[src/rtl/daq_pkg.sv]
// Shared definitions for the raw-hit DAQ packer: word width, marker and
// framing constants, and the packer state encoding.
package daq_pkg;

   localparam int DAQ_W = 19;

   localparam logic [DAQ_W-1:0] HDR0       = 19'h0DB0A;
   localparam logic [DAQ_W-1:0] TRL0       = 19'h0DE0D;
   localparam logic [DAQ_W-1:0] MRK_LYZERO = 19'h01000;
   localparam logic [DAQ_W-1:0] MRK_TBZERO = 19'h02000;
   localparam logic [DAQ_W-1:0] MRK_PAD    = 19'h03000;
   localparam logic [7:0]       FC_TAG     = 8'b0011_1010;

   // FETCH marks the first word of a bin, DATA the remaining words of it.
   typedef enum logic [2:0] {
      ST_IDLE  = 3'd0,
      ST_HDR   = 3'd1,
      ST_FETCH = 3'd2,
      ST_DATA  = 3'd3,
      ST_PAD   = 3'd4,
      ST_TRL   = 3'd5
   } daq_state_e;

endpackage

[src/rtl/daq_crc22.sv]
// CRC-22 (x^22 + x + 1, init 0) over 16 bits per cycle, MSB first.
// Only compiled when DAQ_RAW_PACKER_CRC_EN is defined; without it the
// packer emits zero CRC words and this block does not exist.
`ifdef DAQ_RAW_PACKER_CRC_EN
module daq_crc22 (
   input  logic        clk,
   input  logic        hard_rst,
   input  logic        clear,
   input  logic        en,
   input  logic [15:0] din,
   output logic [21:0] crc
);

   function automatic logic [21:0] crc_step(input logic [21:0] c, input logic [15:0] d);
      logic [21:0] r;
      logic        fb;
      r = c;
      for (int i = 15; i >= 0; i--) begin
         fb = r[21] ^ d[i];
         r  = {r[20:0], 1'b0};
         if (fb) r = r ^ 22'h000003;
      end
      return r;
   endfunction

   // Clear at frame start, fold in one 16-bit slice per enabled cycle.
   always_ff @(posedge clk or negedge hard_rst) begin
      if (!hard_rst)  crc <= '0;
      else if (clear) crc <= '0;
      else if (en)    crc <= crc_step(crc, din);
   end

endmodule
`endif

[src/rtl/daq_raw_packer.sv]
// Raw-hit DAQ packer: reads NLY x NWG hit snapshots from the raw ring memory
// and streams framed 19-bit DAQ words (header, optionally zero-suppressed
// data, 4-word alignment padding, trailer) over a valid/ready interface.
// Optional: define DAQ_RAW_PACKER_CRC_EN to fill the trailer CRC words.
module daq_raw_packer
   import daq_pkg::*;
#(
   parameter int NLY       = 6,
   parameter int NWG       = 48,
   parameter int MAX_TBINS = 32,
   parameter int TBW       = $clog2(MAX_TBINS + 1),
   parameter int ADDR_W    = 8
) (
   input  logic               clk,
   input  logic               hard_rst,
   input  logic               start,
   input  logic [ADDR_W-1:0]  start_addr,
   input  logic [TBW-1:0]     tbins,
   input  logic [11:0]        bxn,
   input  logic [11:0]        l1a_num,
   input  logic               zero_suppress,
   output logic [ADDR_W-1:0]  rd_addr,
   input  logic [NLY*NWG-1:0] rd_data,
   output logic [DAQ_W-1:0]   out_data,
   output logic               out_valid,
   input  logic               out_ready,
   output logic               busy,
   output logic               done
);

   localparam int NCH = NWG / 12;
   localparam int LYW = (NLY > 1) ? $clog2(NLY) : 1;
   localparam int CHW = (NCH > 1) ? $clog2(NCH) : 1;

   typedef logic [NLY-1:0][NCH-1:0][11:0] bin_t;

   daq_state_e       state;
   logic [1:0]       sub;
   logic [LYW-1:0]   ly;
   logic [CHW-1:0]   ch;
   logic [TBW-1:0]   tb_eff_q, fetch_left, bins_left, tb_eff_in;
   logic [11:0]      bxn_q, l1a_q;
   logic             zs_q;
   logic [10:0]      wc;
   bin_t             cur, nxt;
   logic             cur_vld, nxt_vld, rd_vld;
   logic             last_q;
   logic [NLY-1:0]   lz;
   logic             bin_zero;
   logic             gen_valid, gen_last, bin_last, layer_last;
   logic [DAQ_W-1:0] gen_word, crc_w0, crc_w1;
   logic             accept, adv, gen_fire, consume, issue;
   logic [1:0]       occ;

   assign tb_eff_in = (tbins > TBW'(MAX_TBINS)) ? TBW'(MAX_TBINS) : tbins;
   assign accept    = start && !busy;
   assign adv       = !out_valid || out_ready;
   assign gen_fire  = adv && gen_valid;
   assign consume   = gen_fire && bin_last;
   assign done      = out_valid && out_ready && last_q;
   assign bin_zero  = (cur == '0);

   for (genvar k = 0; k < NLY; k++) begin : g_lz
      assign lz[k] = ~|cur[k];
   end

   // Keep at most two bins (cur + nxt) in flight counting the read on the bus.
   assign occ   = 2'(cur_vld) + 2'(nxt_vld) + 2'(rd_vld) - 2'(consume);
   assign issue = busy && (fetch_left != '0) && (occ < 2'd2);

`ifdef DAQ_RAW_PACKER_CRC_EN
   logic [21:0] crc;
   daq_crc22 u_crc (
      .clk      (clk),
      .hard_rst (hard_rst),
      .clear    (accept),
      .en       (gen_fire && (state != ST_TRL)),
      .din      (gen_word[15:0]),
      .crc      (crc)
   );
   assign crc_w0 = {8'h0, crc[10:0]};
   assign crc_w1 = {8'h0, crc[21:11]};
`else
   assign crc_w0 = '0;
   assign crc_w1 = '0;
`endif

   // Next word to offer, derived from the state and the current bin.
   always_comb begin
      gen_valid  = 1'b0;
      gen_word   = '0;
      gen_last   = 1'b0;
      bin_last   = 1'b0;
      layer_last = 1'b0;
      case (state)
         ST_HDR: begin
            gen_valid = 1'b1;
            case (sub)
               2'd0:    gen_word = HDR0;
               2'd1:    gen_word = {7'h0D, bxn_q};
               2'd2:    gen_word = {7'h0D, l1a_q};
               default: gen_word = {3'b0, zs_q, 9'h0, 6'(tb_eff_q)};
            endcase
         end
         ST_FETCH, ST_DATA: begin
            gen_valid = cur_vld;
            if (zs_q && bin_zero) begin
               gen_word = MRK_TBZERO;
               bin_last = 1'b1;
            end else if (zs_q && lz[ly]) begin
               gen_word   = MRK_LYZERO;
               layer_last = 1'b1;
            end else begin
               gen_word   = {7'b0, cur[ly][ch]};
               layer_last = (ch == CHW'(NCH - 1));
            end
            if (layer_last && (ly == LYW'(NLY - 1))) bin_last = 1'b1;
         end
         // An aligned count emits the trailer marker straight from PAD.
         ST_PAD: begin
            gen_valid = 1'b1;
            gen_word  = (wc[1:0] != 2'd0) ? MRK_PAD : TRL0;
         end
         ST_TRL: begin
            gen_valid = 1'b1;
            case (sub)
               2'd1:    gen_word = crc_w0;
               2'd2:    gen_word = crc_w1;
               default: gen_word = {FC_TAG, wc};
            endcase
            gen_last = (sub == 2'd3);
         end
         default: ;
      endcase
   end

   // Frame sequencing; wc counts words handed to the output register.
   always_ff @(posedge clk or negedge hard_rst) begin
      if (!hard_rst) begin
         state     <= ST_IDLE;
         sub       <= '0;
         ly        <= '0;
         ch        <= '0;
         wc        <= '0;
         busy      <= 1'b0;
         tb_eff_q  <= '0;
         bins_left <= '0;
         bxn_q     <= '0;
         l1a_q     <= '0;
         zs_q      <= 1'b0;
      end else begin
         if (accept) begin
            state     <= ST_HDR;
            sub       <= '0;
            ly        <= '0;
            ch        <= '0;
            wc        <= '0;
            busy      <= 1'b1;
            tb_eff_q  <= tb_eff_in;
            bins_left <= tb_eff_in;
            bxn_q     <= bxn;
            l1a_q     <= l1a_num;
            zs_q      <= zero_suppress;
         end else if (gen_fire) begin
            wc <= wc + 11'd1;
            case (state)
               ST_HDR: begin
                  sub <= sub + 2'd1;
                  if (sub == 2'd3) state <= (tb_eff_q == '0) ? ST_PAD : ST_FETCH;
               end
               ST_FETCH, ST_DATA: begin
                  if (bin_last) begin
                     ly        <= '0;
                     ch        <= '0;
                     bins_left <= bins_left - 1'b1;
                     state     <= (bins_left == TBW'(1)) ? ST_PAD : ST_FETCH;
                  end else if (layer_last) begin
                     ly    <= ly + 1'b1;
                     ch    <= '0;
                     state <= ST_DATA;
                  end else begin
                     ch    <= ch + 1'b1;
                     state <= ST_DATA;
                  end
               end
               ST_PAD: begin
                  if (wc[1:0] == 2'd0) begin
                     state <= ST_TRL;
                     sub   <= 2'd1;
                  end
               end
               ST_TRL: begin
                  sub <= sub + 2'd1;
                  if (sub == 2'd3) state <= ST_IDLE;
               end
               default: ;
            endcase
         end
         if (done) busy <= 1'b0;
      end
   end

   // Bin prefetch: rd_data returns one cycle after issue into cur or nxt.
   always_ff @(posedge clk or negedge hard_rst) begin
      if (!hard_rst) begin
         rd_addr    <= '0;
         fetch_left <= '0;
         rd_vld     <= 1'b0;
         cur        <= '0;
         nxt        <= '0;
         cur_vld    <= 1'b0;
         nxt_vld    <= 1'b0;
      end else if (accept) begin
         rd_addr    <= start_addr;
         fetch_left <= tb_eff_in;
         rd_vld     <= 1'b0;
         cur_vld    <= 1'b0;
         nxt_vld    <= 1'b0;
      end else begin
         if (issue) begin
            rd_addr    <= rd_addr + 1'b1;
            fetch_left <= fetch_left - 1'b1;
         end
         rd_vld <= issue;
         if (!cur_vld || consume) begin
            if (nxt_vld) begin
               cur     <= nxt;
               cur_vld <= 1'b1;
               nxt     <= rd_data;
               nxt_vld <= rd_vld;
            end else begin
               cur     <= rd_data;
               cur_vld <= rd_vld;
            end
         end else if (rd_vld) begin
            nxt     <= rd_data;
            nxt_vld <= 1'b1;
         end
      end
   end

   // Output register; holds while the consumer stalls.
   always_ff @(posedge clk or negedge hard_rst) begin
      if (!hard_rst) begin
         out_valid <= 1'b0;
         out_data  <= '0;
         last_q    <= 1'b0;
      end else if (adv) begin
         out_valid <= gen_valid;
         last_q    <= gen_valid && gen_last;
         if (gen_valid) out_data <= gen_word;
      end
   end

endmodule
[config.mk]
export PLATFORM = sky130hd
export DESIGN_NAME = daq_raw_packer
export DESIGN_NICKNAME = d
export VERILOG_FILES = /design/src/rtl/daq_pkg.sv /design/src/rtl/daq_crc22.sv /design/src/rtl/daq_raw_packer.sv
export SDC_FILE = /design/constraint.sdc
export NUM_CORES = 1
export LEC_CHECK = 0
export CAP_MARGIN = 5
export CORE_MARGIN = 2
export CORE_UTILIZATION = 40
export CTS_CLUSTER_DIAMETER = 50
export DETAILED_ROUTE_END_ITERATION = 10
export PLACE_DENSITY = 0.68
export SLEW_MARGIN = 0
export SYNTH_ARGS = -nofsm -noshare
export SYNTH_HDL_FRONTEND = slang
export SYNTH_HIERARCHICAL = 1
export SYNTH_SLANG_ARGS = --single-unit
[constraint.sdc]
create_clock -name clk -period 4.18 [get_ports clk]
set_input_delay 0.836 -clock clk [delete_from_list [all_inputs] [get_ports clk]]
set_output_delay 0.836 -clock clk [all_outputs]
set_load 0.1 [all_outputs]
Word-level counts from Yosys, hierarchy flattened

Index checks and enable logic that the tools add are counted.
W data, S select, Z words.

Add/subtract/negate cells: 10
Order comparisons: 4
Equal/unequal tests: 15
Multiplexer cells: 69
Bitwise operators: 1
Reduce and logical (&&, ||, !) cells: 57

Operator list:

| kind                    | count |
|---|---|
| $mux W288               | 4 |
| $logic_not A288 Y1      | 1 |
| $reduce_or A48 Y1       | 6 |
| $bmux W48 S3            | 1 |
| $pmux W17 S4            | 1 |
| $mux W48                | 1 |
| $pmux W16 S3            | 1 |
| $mux W6                 | 7 |
| $mux W3                 | 13 |
| $bmux W12 S2            | 1 |
| $mux W11                | 2 |
| $mux W1                 | 19 |
| $mux W17                | 1 |
| $mux W16                | 1 |
| $mux W2                 | 8 |
| $mux W8                 | 2 |
| $reduce_bool A2 Y1      | 8 |
| $mux W14                | 1 |
| $mux W13                | 1 |
| $mux W12                | 1 |
| $pmux W3 S4             | 1 |
| $reduce_and A3 Y1       | 4 |
| $sub A6 B1 Y6 const B   | 2 |
| $add A11 B1 Y11 const B | 1 |
| other kinds (34)        | 68 |

Flip-flop bits (word level): 673
Bits of input ports: 331
Output and inout bits: 30
Word-level logic and storage cells: 223

Logic depth before layout (Yosys ltp)

Gate-level depths: netlist (run 1).

Depth in word-level cells: 17
Mapped depth: 18
Gate-level depth less buffers: 18

Worst setup path after synthesis (run 1)

OpenSTA, ideal clock, no wires.

Kind: register -> register
From: register out_valid
To: register rd_addr[5]
Setup time: 127 ps
Arrival: 3696 ps
Data required time: 4053 ps
Setup slack: 358 ps
Cell stages (with the launch flop): 15
Buffers on the path: 2
Period minus slack after synthesis: 3822 ps
Path through: dfrtp_1 nor2b_1 nor3_1 o21ai_2 inv_1 ha_1 inv_1 ha_1 a21oi_1 xor2_1 nand3_1 clkbuf_1 buf_1 nor3b_1 a221o_1

Longest elaborated chain between the ends: 8

RTL lines:

| element                      | line                  | text |
|---|---|---|
| from (decl)                  | daq_raw_packer.sv:25  | `output logic out_valid,` |
| from (signal assigned)       | daq_raw_packer.sv:249 | `out_valid <= gen_valid;` |
| $logic_not A1 Y1             | daq_raw_packer.sv:57  | `assign adv = !out_valid \|\| out_ready;` |
| $logic_or A1 B1 Y1           | daq_raw_packer.sv:57  |  |
| $logic_and A1 B1 Y1          | daq_raw_packer.sv:58  | `assign gen_fire = adv && gen_valid;` |
| $logic_and A1 B1 Y1          | daq_raw_packer.sv:59  | `assign consume = gen_fire && bin_last;` |
| $sub A2 B1 Y2                | daq_raw_packer.sv:68  | `assign occ = 2'(cur_vld) + 2'(nxt_vld) + 2'(rd_vld) - 2'(consume);` |
| $lt A2 B2 Y1                 | daq_raw_packer.sv:69  | `assign issue = busy && (fetch_left != '0) && (occ < 2'd2);` |
| $logic_and A1 B1 Y1          | daq_raw_packer.sv:69  |  |
| $reduce_bool A2 Y1 (no line) | --                    |  |
| to (signal assigned)         | daq_raw_packer.sv:214 | `rd_addr <= start_addr;` |
| to (signal assigned)         | daq_raw_packer.sv:221 | `rd_addr <= rd_addr + 1'b1;` |
| to (decl)                    | daq_raw_packer.sv:22  | `output logic [ADDR_W-1:0] rd_addr,` |

No other way between the ends.
A chain may end at the register's enable or synchronous reset.

Final worst setup path (run 1)

From: register cur[160] in the netlist's numbering
To: register rd_addr[5]

Longest elaborated chain between the ends: 16
Elaborated cells between the ends (all ways): 19
Classes of those cells: add/sub (1); order compare (1); mux (8); reduce/logical (9)

RTL lines:

| element                        | line                  | text |
|---|---|---|
| from (decl)                    | daq_raw_packer.sv:45  | `bin_t cur, nxt;` |
| from (signal assigned)         | daq_raw_packer.sv:227 | `cur <= nxt;` |
| from (signal assigned)         | daq_raw_packer.sv:232 | `cur <= rd_data;` |
| $reduce_or A48 Y1              | daq_raw_packer.sv:64  | `assign lz[k] = ~\|cur[k];` |
| $logic_not A1 Y1               | daq_raw_packer.sv:64  |  |
| $bmux W1 S3                    | daq_raw_packer.sv:110 | `end else if (zs_q && lz[ly]) begin` |
| $mux W1 (not written as such)  | daq_raw_packer.sv:110 |  |
| $logic_and A1 B1 Y1            | daq_raw_packer.sv:110 |  |
| $mux W1                        | daq_raw_packer.sv:110 |  |
| $mux W1                        | daq_raw_packer.sv:107 | `if (zs_q && bin_zero) begin` |
| $mux W1                        | daq_raw_packer.sv:95  | `case (state)` |
| $logic_and A1 B1 Y1            | daq_raw_packer.sv:117 | `if (layer_last && (ly == LYW'(NLY - 1))) bin_last = 1'b1;` |
| $mux W1 *                      | daq_raw_packer.sv:117 |  |
| $mux W1 *                      | daq_raw_packer.sv:95  |  |
| $logic_and A1 B1 Y1 *          | daq_raw_packer.sv:59  |  |
| $sub A2 B1 Y2 *                | daq_raw_packer.sv:68  |  |
| $lt A2 B2 Y1 *                 | daq_raw_packer.sv:69  |  |
| $logic_and A1 B1 Y1 *          | daq_raw_packer.sv:69  |  |
| $reduce_bool A2 Y1 (no line) * | --                    |  |

Every way passes the cells marked *; elsewhere a longest branch is shown, timed or not. The select of a mux whose other input is x is not followed.

==> summary.md, run 1 <==
| Metric | Value |
|---|---|
| Status | `completed` |
| Util after Layout | `0.505` |
| Most common cell after layout, fill and taps aside | `dfrtp_1` |
| Worst-margin pin slew | `approximately 1100 ps` |
| DRT iter0 DRCs | `1698` |
| I/O pin total | `361` |
| Dpl cells | `3697` |
| Worst setup SP type | `flip-flop` |
| DR DRC count | `0` |
| CTS sink count | `about 670` |
| H-tree depth | `3` |
| Final hold vios | `0` |
| GRT Resource Usage Total | `0.234` |
| Synth area leader | `dfrtp_1` |
| Worst slew margin | `0.267` |
| TNS Setup | `0 ps` |
| Chip Width | `293 um` |
| Leakage power | `about 0.017 uW` |
| R2R depth | `18` |
| WS Path Type | `reg -> reg` |
| Maximum clock insertion buffer count | `3` |
| FFs w/ async S/R, synth | `1.00` |
| CP startpoint | `cur[160]$_DFFE_PN0P_` |
| Synth area leaders | `dfrtp_1 50%, mux2_2 22%, mux2_4 8.9%, mux4_2 5.7%, nand2_1 1.5%` |
| Required @ worst endpoint | `about 4700 ps` |
| Grt ovf | `0` |
| Maximum vdd drop | `~0.43 mV` |
| Share of cells above drive strength 1 | `0.430` |
| Design Area, Final | `41500 um2` |
| CTS tree | `done` |
| DR vias/cell | `approximately 5.7` |
| Area grow syn2layout | `24.6%` |
| Vias in the first global route | `about 23000` |
| Wire per inst | `25.9 um` |
| R2r setup slk | `between 150 and 200 ps` |
| Placed Instance Area | `38200 um2` |
| Register area share after synthesis | `0.504` |
| Largest net degree at the start of global routing | `97` |
| Commonest cells after routing, fill and taps aside | `667 x dfrtp_1, 646 x mux2_2, 356 x clkdlybuf4s50_1` |
| Final Cycle Share | `0.960` |
| Drt first pass iters | `5` |
| GP Congestion | `0.888` |
| Ys Warns | `6` |
| CTS root buf | `clkbuf_16` |
| Initial Util | `0.405` |
| Clk_lat worst skew | `about 650 ps` |
| Worst clock skew | `35.1 ps` |
| Core Region | `just over 80000 um2` |
| Number of antenna violations at the first check in global routing | `9` |
| FF+latch count, synth | `between 600 and 700` |
| DRT antenna net count | `0` |
| Synth top area share | `0.504` |
| Fin. max-slew vios | `0` |
| Nets@finish | `3067` |
| Power density over cell area | `~880 nW/um2` |
| DIE AREA | `roughly 86000 um2` |
| Post-Synthesis Cells | `between 2000 and 2500` |
| Post-Syn Area | `about 33000 um2` |
| Hold buffer count at CTS | `0` |
| Vias | `21900` |
| DP HPWL | `~74000 um` |
| Max_cap viols | `0` |
| CP max FO | `5` |
| Clk pin slew, worst setup/hold paths | `about 60 ps` |
| Min-delay worst type | `in -> async` |
| R2R Path Start | `cur[160]$_DFFE_PN0P_` |
| # fillers | `roughly 6900` |
| Final Critical Period | `4010 ps` |
| Non-Filler Instances | `between 3000 and 4000` |
| CTS buffer count | `roughly 90` |
| Die height | `between 200 and 300 um` |
| Core Rows | `~110` |
| CP Data Arrival Time | `roughly 4500 ps` |
| Routed wire length | `roughly 100000 um` |
| Ys flop type | `dfrtp_1` |
| CP Capture Point | `rd_addr[5]$_DFFE_PN0P_` |
| Port buffer count | `approximately 360` |
| Fmax | `~0.25 GHz` |
| Number of distinct library cells after synthesis | `63` |
| Post-synth EDFFs | `0` |
| First-pass GRT wire length | `roughly 150000 um` |
| FF-to-FF End | `rd_addr[5]$_DFFE_PN0P_` |
| Setup Viol. Count Final | `0` |
| Syn Area/Cell | `between 10 and 15 um2` |
| CP Capture Type | `flip-flop` |
[flip-flops by register name, summed over array words and instances (netlist names), 2 cells and up]
| signal | count |
|---|---|
| bins_left | 6 |
| bxn_q | 12 |
| ch | 2 |
| cur | 288 |
| fetch_left | 6 |
| l1a_q | 12 |
| ly | 3 |
| nxt | 288 |
| out_data | 17 |
| rd_addr | 8 |
| state | 3 |
| sub | 2 |
| tb_eff_q | 6 |
| wc | 11 |
[timing repair]
item	in CTS	in global routing
resized for setup	4	35
endpoints found under the setup margin	8	29
setup buffers	0	3
pin swaps	0	11
hold endpoints to repair	0	0
[metal layers]
| metal | vias to the layer above | global-route usage | wire length [um] |
|---|---|---|---|
| met4 | 10 | 0.0638 | 2580 |
| met2 | 726 | 0.368 | 46900 |
| li1 | 9478 | - | - |
| met3 | 146 | 0.0521 | 6860 |
| met1 | 11500 | 0.327 | 43700 |
| met5 | - | 0 | 63 |
[worst min-delay path by stage]
stage | start | to | slack (ps) | depth (start not counted)
2_1_floorplan | last_q$_DFFE_PN0N_ | last_q$_DFFE_PN0N_ | 440 | 2
4_1_cts | hard_rst | cur[170]$_DFFE_PN0P_ | 240 | 1
5_1_grt | hard_rst | cur[170]$_DFFE_PN0P_ | 270 | 1
3_5_place_dp | bxn_q[5]$_DFFE_PN0P_ | bxn_q[5]$_DFFE_PN0P_ | 460 | 2
3_3_place_gp | bxn_q[4]$_DFFE_PN0P_ | bxn_q[4]$_DFFE_PN0P_ | 460 | 2
6_report | hard_rst | cur[190]$_DFFE_PN0P_ | 230 | 1
[stage by stage]
step | total power [uW] | hold WS (ps) | setup WS (ps)
floorplan | 23100 | 441 | 358
CTS | 36400 | 238 | 1.89
global placement | 27800 | 464 | 3.31
global route | 38200 | 269 | -22.7
finish | 36500 | 228 | 165
detailed placement | 28200 | 463 | -3.37
[kinds of logic (layout without fill, tap and decap cells)]
| group | count (synthesis) | in the layout | share of synthesized area |
|---|---|---|---|
| flip-flops | 671 | 671 | 0.504 |
| buffers and inverters | 177 | 630 | 0.0289 |
| multiplexers | 963 | 963 | 0.375 |
| AO/OA/AOI/OAI | 139 | 139 | 0.0287 |
| other | 1 | 6 | 0.000112 |
| adder cells (fa/ha/maj) | 16 | 16 | 0.00601 |
| XOR/XNOR | 15 | 15 | 0.00394 |
| AND/OR/NAND/NOR | 357 | 357 | 0.0532 |
[cells in the mapped netlist (13+ instances only)]
master and count:
buf_4 24, o21ai_0 28, ha_1 16, buf_2 16, mux2_1 22, nor4_1 79, mux2_2 646, nand4_1 23
inv_1 32, o22ai_1 13, a21oi_1 28, nand2_1 136, nand3_1 19, nor3_1 13, dfrtp_1 671, mux2_4 198
nor2_1 47, buf_6 25, clkbuf_1 70, mux2i_1 13, mux4_2 84
[where the power goes]
| group | total [uW] | leakage, uW | internal (uW) | switching (uW) |
|---|---|---|---|---|
| Clock | 7960 | 0.00151 | 4870 | 3090 |
| Sequential | 12700 | 0.00793 | 9840 | 2870 |
| Combinational | 15800 | 0.00795 | 8450 | 7370 |
[critical path, stage by stage, from the launching register on]
cell and delay (ps):
dfrtp_1 390, nor4_1 540, nand4_1 250, nor3_1 350, buf_4 180, nand2_1 110, nor3_4 280, o21ai_2 110
inv_1 60, ha_1 230, inv_2 70, ha_4 200, a21oi_4 160, xor2_2 160, nand3_1 140, buf_6 180
nand2_4 70, o21ai_1 70, a221o_1 320
[layout make-up]
class | count | area, um2 | area share
Sequential cell | 671 | 16800 | 0.404
Multi-Input combinational cell | 1492 | 15800 | 0.380
Timing Repair Buffer | 435 | 4400 | 0.106
Clock buffer | 111 | 2430 | 0.0585
Tap cell | 1070 | 1340 | 0.0322
Clock inverter | 52 | 661 | 0.0159
Inverter | 32 | 120 | 0.00289
Antenna cell | 4 | 10.0 | 0.000241
No activity file was read; power rests on OpenSTA's default activity.
==> run 2, diff against run 1 <==
--- a/config.mk
+++ b/config.mk
@@ -6,7 +6,7 @@
 export NUM_CORES = 1
 export LEC_CHECK = 0
 export CAP_MARGIN = 5
-export CORE_MARGIN = 2
+export CORE_MARGIN = 1
 export CORE_UTILIZATION = 40
 export CTS_CLUSTER_DIAMETER = 50
 export DETAILED_ROUTE_END_ITERATION = 10
==> summary.md, run 2 (synthesis results as in run 1) <==
| Metric | Value |
|---|---|
| DIE AREA | `~84000 um2` |
| H-tree depth | `3` |
| Dpl cells | `3686` |
| Grt ovf | `0` |
| Clk_lat worst skew | `640 ps` |
| Wire per inst | `26.0 um` |
| DP HPWL | `~73000 um` |
| Final hold vios | `0` |
| CTS tree | `done` |
| Placed Instance Area | `between 30000 and 40000 um2` |
| Status | `completed` |
| CP startpoint | `cur[181]$_DFFE_PN0P_` |
| GRT Resource Usage Total | `0.236` |
| Min-delay worst type | `in -> async` |
| Setup bufs post-CTS | `0` |
| Die height | `around 290 um` |
| CTS buffer count | `87` |
| I/O pin total | `between 300 and 400` |
| Worst clock skew | `29.4 ps` |
| CP max FO | `19` |
| Power density over cell area | `approximately 870 nW/um2` |
| Non-Filler Instances | `roughly 3800` |
| Nets@finish | `about 3000` |
| First-pass GRT wire length | `between 150000 and 200000 um` |
| Maximum vdd drop | `0.532 mV` |
| Port buffer count | `358` |
| Design Area, Final | `slightly above 40000 um2` |
| Vias | `21800` |
| Commonest cells after routing, fill and taps aside | `667 x dfrtp_1, 646 x mux2_2, 356 x clkdlybuf4s50_1` |
| Initial Util | `0.405` |
| Final Cycle Share | `0.960` |
| DRT antenna net count | `0` |
| Routed wire length | `100000 um` |
| DR DRC count | `0` |
| CTS root buf | `clkbuf_16` |
| Setup Viol. Count Final | `0` |
| Chip Width | `slightly below 300 um` |
| CTS sink count | `~670` |
| Largest net degree at the start of global routing | `approximately 140` |
| Final worst slack | `around 170 ps` |
| Core Rows | `between 100 and 150` |
| Worst slew margin | `0.268` |
| Required @ worst endpoint | `4680 ps` |
| Number of antenna violations at the first check in global routing | `7` |
| # fillers | `between 6000 and 7000` |
| WS Path Type | `reg -> reg` |
| Core Region | `between 80000 and 90000 um2` |
| Vias in the first global route | `23000` |
| Final Critical Period | `4010 ps` |
| Area grow syn2layout | `24.1%` |
| Hold buffer count at CTS | `0` |
| CP Capture Type | `flip-flop` |
| Clk pin slew, worst setup/hold paths | `~60 ps` |
| Maximum clock insertion buffer count | `3` |
| Pwr Total | `~36000 uW` |
| TNS Setup | `0 ps` |
| Leakage power | `between 0.015 and 0.02 uW` |
| Pre-CTS WS | `-3.67 ps` |
| Share of cells above drive strength 1 | `0.428` |
| GP Congestion | `between 0.9 and 1` |
| Most common cell after layout, fill and taps aside | `dfrtp_1` |
| Fmax | `~0.25 GHz` |
| DRT iter0 DRCs | `a little under 2000` |
| R2R Path Start | `cur[181]$_DFFE_PN0P_` |
| Worst setup SP type | `flip-flop` |
| Largest registers | `cur (288), nxt (288), out_data (17)` |
| Max_cap viols | `0` |
| Worst-margin pin slew | `1100 ps` |
| Fin. max-slew vios | `0` |
| CP Data Arrival Time | `between 4000 and 5000 ps` |
| Drt first pass iters | `5` |
| DR vias/cell | `roughly 5.7` |
==> run 2: area by class of cell <==
class / count / area [um2] / area share
clock inverter: 45 / 519 / 0.0125
multi-input combinational: 1492 / 15800 / 0.383
tap: 1070 / 1340 / 0.0323
sequential: 671 / 16800 / 0.406
inverter: 32 / 120 / 0.00290
clock buffer: 115 / 2450 / 0.0593
timing repair buffer: 421 / 4310 / 0.104
antenna: 2 / 5.00 / 0.000121
==> run 2: per-stage QoR <==
stage,util,hold WS [ps]
4_1_cts,0.500,316
5_1_grt,0.503,358
6_report,0.503,295
2_1_floorplan,-,441
3_5_place_dp,0.464,473
3_3_place_gp,0.464,463
==> run 2: final timing paths <==
path / endpoint / slack [ps] / cells past startpoint
worst max-delay path: rd_addr[2]$_DFFE_PN0P_ / 170 / 18
worst min-delay path: nxt[123]$_DFFE_PN0P_ / 290 / 1
worst max register to register: rd_addr[2]$_DFFE_PN0P_ / 170 / 18
worst min register to register: bxn_q[10]$_DFFE_PN0P_ / 480 / 2
max in group asynchronous: cur[116]$_DFFE_PN0P_ / 2840 / 2
min in group clk: bxn_q[10]$_DFFE_PN0P_ / 480 / 2
==> run 2: power breakdown <==
part           total (uW)  switching, uW  internal [uW]
logic               15700           7320           8390
registers           12800           2960           9840
clock network        7680           3060           4620
==> run 2: critical path, stage by stage, from the launching register on <==
cell and delay, ps:
dfrtp_1 450, nor4_2 370, nand4_1 220, nor3_2 330, buf_4 170, nand2_1 100
nor3_4 230, o21ai_2 80, inv_1 90, ha_1 230, inv_1 60, ha_1 220
a21oi_1 150, xor2_1 250, nand3_1 150, buf_4 230, nand2_1 130, o21ai_0 110
a221o_1 310
==> run 2: metal layers <==
layer  part of all wire  global-route usage
met5            0.00022                   0
met4              0.026              0.0721
met3              0.063              0.0383
met2               0.46               0.364
met1               0.45               0.339
==> run 2: what timing repair did <==
item,CTS,global route
endpoints found under the setup margin,3,10
gates resized for setup,1,34
pin swaps,0,6
gates cloned,0,0
==> run 3, diff against run 2 <==
--- a/config.mk
+++ b/config.mk
@@ -11,7 +11,6 @@
 export CTS_CLUSTER_DIAMETER = 50
 export DETAILED_ROUTE_END_ITERATION = 10
 export PLACE_DENSITY = 0.68
-export SLEW_MARGIN = 0
 export SYNTH_ARGS = -nofsm -noshare
 export SYNTH_HDL_FRONTEND = slang
 export SYNTH_HIERARCHICAL = 1
==> results of run 3 <==
Same layout as run 2: the final DEF is identical, and so are final timing and power.
==> edit 1, RTL diff (settings of run 2) <==
Set the parameter `MAX_TBINS` to 16 (it was 32).
--- a/src/rtl/daq_raw_packer.sv
+++ b/src/rtl/daq_raw_packer.sv
@@ -8,5 +8,5 @@
    parameter int NLY       = 6,
    parameter int NWG       = 48,
-   parameter int MAX_TBINS = 32,
+   parameter int MAX_TBINS = 16,
    parameter int TBW       = $clog2(MAX_TBINS + 1),
    parameter int ADDR_W    = 8
Ports: changed (resized tbins); port bits go from 361 to 360. No check against the original RTL was run, so the function may have changed too.
==> edit 1 against run 2 <==
- sequential cell count decreased by 3
- design area down 4.1%
- synthesized area fell by 5.4%
- largest power group is now registers
- clock power up 0.5%
- wire length is 1.9% lower
- first-iteration DRC count increased by 22%
- critical path depth decreased by 7
- non-clock buffer count up 19
- sequential share of layout area increased by 1.6 points
- setup slack got worse by 110 ps
- power shrank 11%
==> edit 1: results (changes against run 2) <==
INFO  metric pre_cts_slack = -89.4 ps (-85.8 ps)
INFO  metric arrival = 4660 ps (+150 ps)
INFO  metric tightest_slew = 1130 ps (+31.2 ps)
INFO  metric reg2reg_slack = 50 ps (-110 ps)
INFO  metric cts.reportedPaths.clkPinSlew = 60 ps (about the same)
INFO  metric status = finished, final reports clean
INFO  metric numCtsBuffers = 88 (+1.1%)
INFO  metric drt_iter0_markers = 2,372 (+22%)
INFO  metric gpl.final_weighted_congestion = 1.02 (+12%)
INFO  metric worst_path_max_delay_cell = nor4_2
INFO  metric synthDistinctLibCells = 54 (-14%)
INFO  metric drive_gt1_frac = 0.134 (-0.294)
INFO  metric total_global_route_track_usage = 0.247 (+0.0116)
INFO  metric worstPathMaxFanout = 34 (+15)
INFO  metric cts_max_path_buffers = 3 (unchanged)
INFO  metric power.static_leakage = 18.5 nW (+7.0%)
INFO  metric r2r.worst_path.cells = 11 (-7)
INFO  metric wire_per_inst = 23.6 µm (-9.3%)
INFO  metric final_core_occ = 0.510 (+0.00719)
INFO  metric netlist_instances = 2,691 (+15%)
INFO  metric placed_cell_area = 0.0365 mm² (-4.5%)
INFO  metric asyncSetResetFlopFracSynth = 1.00 (unchanged)
INFO  metric largestRegisters = cur (288), nxt (288), out_data (17)
INFO  metric cts-htree-levels = 3 (unchanged)
INFO  metric synth_commonest_cells = 668 x dfrtp_1, 443 x nand2_1, 323 x o21ai_0
INFO  metric wire_length_of_the_first_global_routing_pass = 147,000 µm (-2.5%)
INFO  metric synthesis.yosys.warnings = 6 (unchanged)
INFO  metric min-delay-path-class = in -> async
INFO  metric synth_area_leaders = dfrtp_1 53%, mux2i_1 9.6%, mux2_1 7.9%
INFO  metric cts.root.buffer_cell = clkbuf_16
INFO  metric n_fill_cell = 6,826 (-1.6%)
INFO  metric grt_start_max_net_pins = 193 (+42%)
INFO  metric detail_route.first_pass.iterations = 6 (+1)
INFO  metric post-place-cells = 3,991 (+8.3%)
INFO  metric worst_r2r_startpoint = cur[214]$_DFFE_PN0P_
INFO  metric maximum_cell_stage_delay_along_the_critical_path = 570 ps (+120 ps)
INFO  metric proportion_of_synthesized_chip_area_in_sequential_cells = 0.530 (+0.0265)
INFO  metric r2r-end = nxt[149]$_DFFE_PN0P_
INFO  metric layout.nets = 3,389 (+11%)
INFO  metric place_hpwl = 73,600 µm (+0.31%)
INFO  metric worst_voltage_drop_across_the_vdd_grid = 0.397 mV (-25%)
INFO  metric routed_via_count = 23,200 (+6.3%)
INFO  metric routed_wl = 98,100 µm (-1.9%)
INFO  metric hold_slack = 164 ps (-131 ps)
INFO  metric grt_antenna_before_repair = 14 (+7)
INFO  metric finalClockSkew = 28.5 ps (-0.888 ps)
INFO  metric clk_latency = 650 ps
INFO  metric place.port_buffers = 357 (-0.28%)
[edit 1: kinds of logic after synthesis]
family | after synthesis | synth area share
XOR/XNOR | 18 | 0.00500
buffers and inverters | 198 | 0.0281
other | 1 | 0.000119
AO/OA/AOI/OAI | 420 | 0.0733
flip-flops | 668 | 0.530
AND/OR/NAND/NOR | 695 | 0.0977
adder cells (fa/ha/maj) | 16 | 0.00635
multiplexers | 675 | 0.259
[edit 1: per-layer routing]
metal	up-vias	part of all wire	GRT usage
li1	10500	-	-
met2	952	0.45	0.370
met3	191	0.084	0.0624
met1	11500	0.44	0.356
met4	20	0.026	0.0650
met5	-	0.0014	0
[edit 1: worst max-delay path by stage]
stage                                from                      to  slack [ps]  depth (start not counted)
global route         cur[111]$_DFFE_PN0P_  rd_addr[7]$_DFFE_PN0P_          20                         18
CTS                  cur[180]$_DFFE_PN0P_  rd_addr[6]$_DFFE_PN0P_          90                         17
finish               cur[214]$_DFFE_PN0P_    nxt[149]$_DFFE_PN0P_          50                         11
floorplan           out_valid$_DFFE_PN0N_  rd_addr[4]$_DFFE_PN0P_         490                         15
global placement     cur[131]$_DFFE_PN0P_  rd_addr[2]$_DFFE_PN0P_         -70                         17
detailed placement   cur[131]$_DFFE_PN0P_  rd_addr[2]$_DFFE_PN0P_         -90                         17
[edit 1: layout make-up]
class	instances	share of cell area
clock inverter	52	0.0163
clock buffer	114	0.0605
antenna	2	0.000126
tap	1040	0.0328
timing repair buffer	440	0.112
inverter	19	0.00186
sequential	668	0.422
multi-input combinational	1826	0.355
[edit 1: power breakdown]
| group | internal (mW) | switching, mW | total, mW |
|---|---|---|---|
| sequential | 9.51 | 2.76 | 12.3 |
| combinational | 5.52 | 6.68 | 12.2 |
| clock | 4.56 | 3.17 | 7.72 |
| total | 19.6 | 12.6 | 32.2 |
[edit 1: what timing repair did]
item | 4_1_cts | 5_1_grt
setup buffers | 0 | 1
cloned | 0 | 1
hold buffers | 0 | 0
setup endpoints to repair | 7 | 13
pin swaps | 0 | 6
resized for setup | 4 | 18
[edit 1: critical path, delay by kind of cell, from the launching register on]
family / cells / cell delay (ps)
flops: 1 / 420
compound gates: 2 / 480
mux: 1 / 360
buf+inv: 3 / 770
simple gates: 5 / 1920
[edit 1: stage by stage]
stage	TNS, ps	power, mW
2_1_floorplan	0	19.4
3_3_place_gp	-285	24.0
3_5_place_dp	-409	24.3
4_1_cts	0	32.1
5_1_grt	0	33.8
6_report	0	32.2
==> edit 2, RTL diff (settings of run 2) <==
Made on the original files. Encoding of `daq_state_e`: now Gray code (3 bits for 6 states).
--- a/src/rtl/daq_pkg.sv
+++ b/src/rtl/daq_pkg.sv
@@ -14,10 +14,10 @@
    // FETCH marks the first word of a bin, DATA the remaining words of it.
    typedef enum logic [2:0] {
-      ST_IDLE  = 3'd0,
-      ST_HDR   = 3'd1,
-      ST_FETCH = 3'd2,
-      ST_DATA  = 3'd3,
-      ST_PAD   = 3'd4,
-      ST_TRL   = 3'd5
+      ST_IDLE  = 3'b000,
+      ST_HDR   = 3'b001,
+      ST_FETCH = 3'b011,
+      ST_DATA  = 3'b010,
+      ST_PAD   = 3'b110,
+      ST_TRL   = 3'b111
    } daq_state_e;
 
Check against the original RTL: no difference found for any inputs over 4 cycles, from zero or initial values and one cycle with hard_rst low; so few cycles prove little.
==> edit 2 against run 2 <==
- design area decreased by 0.67%
- sequential cell count is the same
- wire length decreased by 1.4%
- via count grew 0.81%
- die area is 2.4% lower
- synthesized area fell by 2.4%
- power down 5.7%
- highest routed layer unchanged
- the run now ends with setup timing left
- largest power group unchanged
- critical path depth is 2 lower
- setup slack got worse by 260 ps
- clock power fell by 3.5%
- critical endpoint is now rd_addr[5]$_DFFE_PN0P_
==> edit 2: results (changes against run 2) <==
INFO  metric maximum_cell_stage_delay_along_the_critical_path = 550 ps (+100 ps)
INFO  metric cts_repair_resize_count = 5 (+4)
INFO  metric grt_start_max_net_pins = 121 (-11%)
INFO  metric num-nonclk-inverters = 34 (+6.3%)
INFO  metric r2r.worst_path.cells = 16 (-2)
INFO  metric drt_iter0_markers = 1,399 (-28%)
INFO  metric r2r-end = rd_addr[5]$_DFFE_PN0P_
INFO  metric layout.nets = 3,147 (+3.1%)
INFO  metric insertedDiodeCount = 13 (+11)
INFO  metric layout.buffer.nonclock.area_share = 0.118 (+0.0140)
INFO  metric place_hpwl = 73,800 µm (+0.61%)
INFO  metric post_synth_mux_area_share = 0.362 (-0.0135)
INFO  metric met2_usage = 0.419 (+0.0550)
INFO  metric worst_path_max_delay_cell = or4_4
INFO  metric synth_commonest_cells = 671 x dfrtp_1, 645 x mux2_2, 220 x mux2_1
INFO  metric route.layer.met1.wl = 38,100 µm (-15%)
INFO  metric worst_r2r_startpoint = cur[1]$_DFFE_PN0P_
INFO  metric met3_length = 5850 µm (-7.0%)
INFO  metric n_fill_cell = 6,780 (-2.2%)
INFO  metric hold_slack = 321 ps (+26.4 ps)
INFO  metric clk_share = 0.0693 (-0.00250)
INFO  metric final.signal_buffer_count = 489 (+16%)
INFO  metric synth_fa_ha_area_frac = 0.00615 (+0.000149)
INFO  metric arrival = 4770 ps (+260 ps)
INFO  metric synth-compound-area-share = 0.0302 (+0.00152)
INFO  metric power.static_leakage = 16.9 nW (-2.3%)
INFO  metric globalRouteMet1Util = 0.288 (-0.0506)
INFO  metric synth_xor_xnor_area_share = 0.00377 (-0.000172)
INFO  metric total_area_of_multi_input_combinational_cells = 0.0151 mm² (-4.6%)
INFO  metric detailroute.wirelength.met2 = 51,000 µm (+11%)
INFO  metric post_synth.cell_area_avg = 13.7 µm² (-3.8%)
INFO  metric slew_headroom = 0.286 (+0.0185)
INFO  metric finalClockSkew = 24.6 ps (-4.77 ps)
INFO  metric gpl.final_weighted_congestion = 0.951 (+4.6%)
INFO  metric worst_voltage_drop_across_the_vdd_grid = 0.352 mV (-34%)
INFO  metric globalRouteMet3Util = 0.0458 (+0.00748)
INFO  metric critPathCapture = rd_addr[5]$_DFFE_PN0P_
INFO  metric synthDistinctLibCells = 59 (-6.3%)
INFO  metric synth_area_leaders = dfrtp_1 52%, mux2_2 22%, mux2_1 7.6%
INFO  metric setup_violations = 12 (+12)
INFO  metric wire_length_of_the_first_global_routing_pass = 147,000 µm (-2.4%)
INFO  metric postLayoutSetupSlackWorst = -88.9 ps (-256 ps)
INFO  metric failed_checks = setup timing
INFO  metric status = finished, violations left
INFO  metric grt_pass1_vias = 23,200 (+0.91%)
INFO  metric post-place-cells = 3,770 (+2.3%)
edit 2: changes by cell type in the layout (fill, tap and decap cells not counted), moves of 5 or more:
| cell | run 2 | this run |
|---|---|---|
| buf_4 | 44 | 107 |
| mux2_4 | 198 | 0 |
| o211ai_1 | 7 | 2 |
| nor4_4 | 6 | 1 |
| diode_2 | 2 | 13 |
| nor4_2 | 21 | 5 |
| nor3_1 | 11 | 17 |
| nor2_1 | 46 | 58 |
| mux2_1 | 22 | 220 |
| o21ai_0 | 27 | 34 |
| nand2_1 | 136 | 144 |
| nor4_1 | 54 | 72 |
edit 2: power by group through the flow:
stage	registers, mW	logic [mW]	clock network, mW
finish	12.3	14.4	7.41
detailed placement	12.3	14.2	0
floorplan	12.0	9.09	0
global placement	12.1	14.0	0
CTS	12.2	14.3	7.54
global route	12.7	15.3	7.82
edit 2: through the flow:
stage,setup slack (ps),instance area (µm²)
finish,-88.9,41100
global route,-217,41100
CTS,4.15,40900
detailed placement,-60.2,38000
global placement,-38.6,38000
floorplan,106,32500
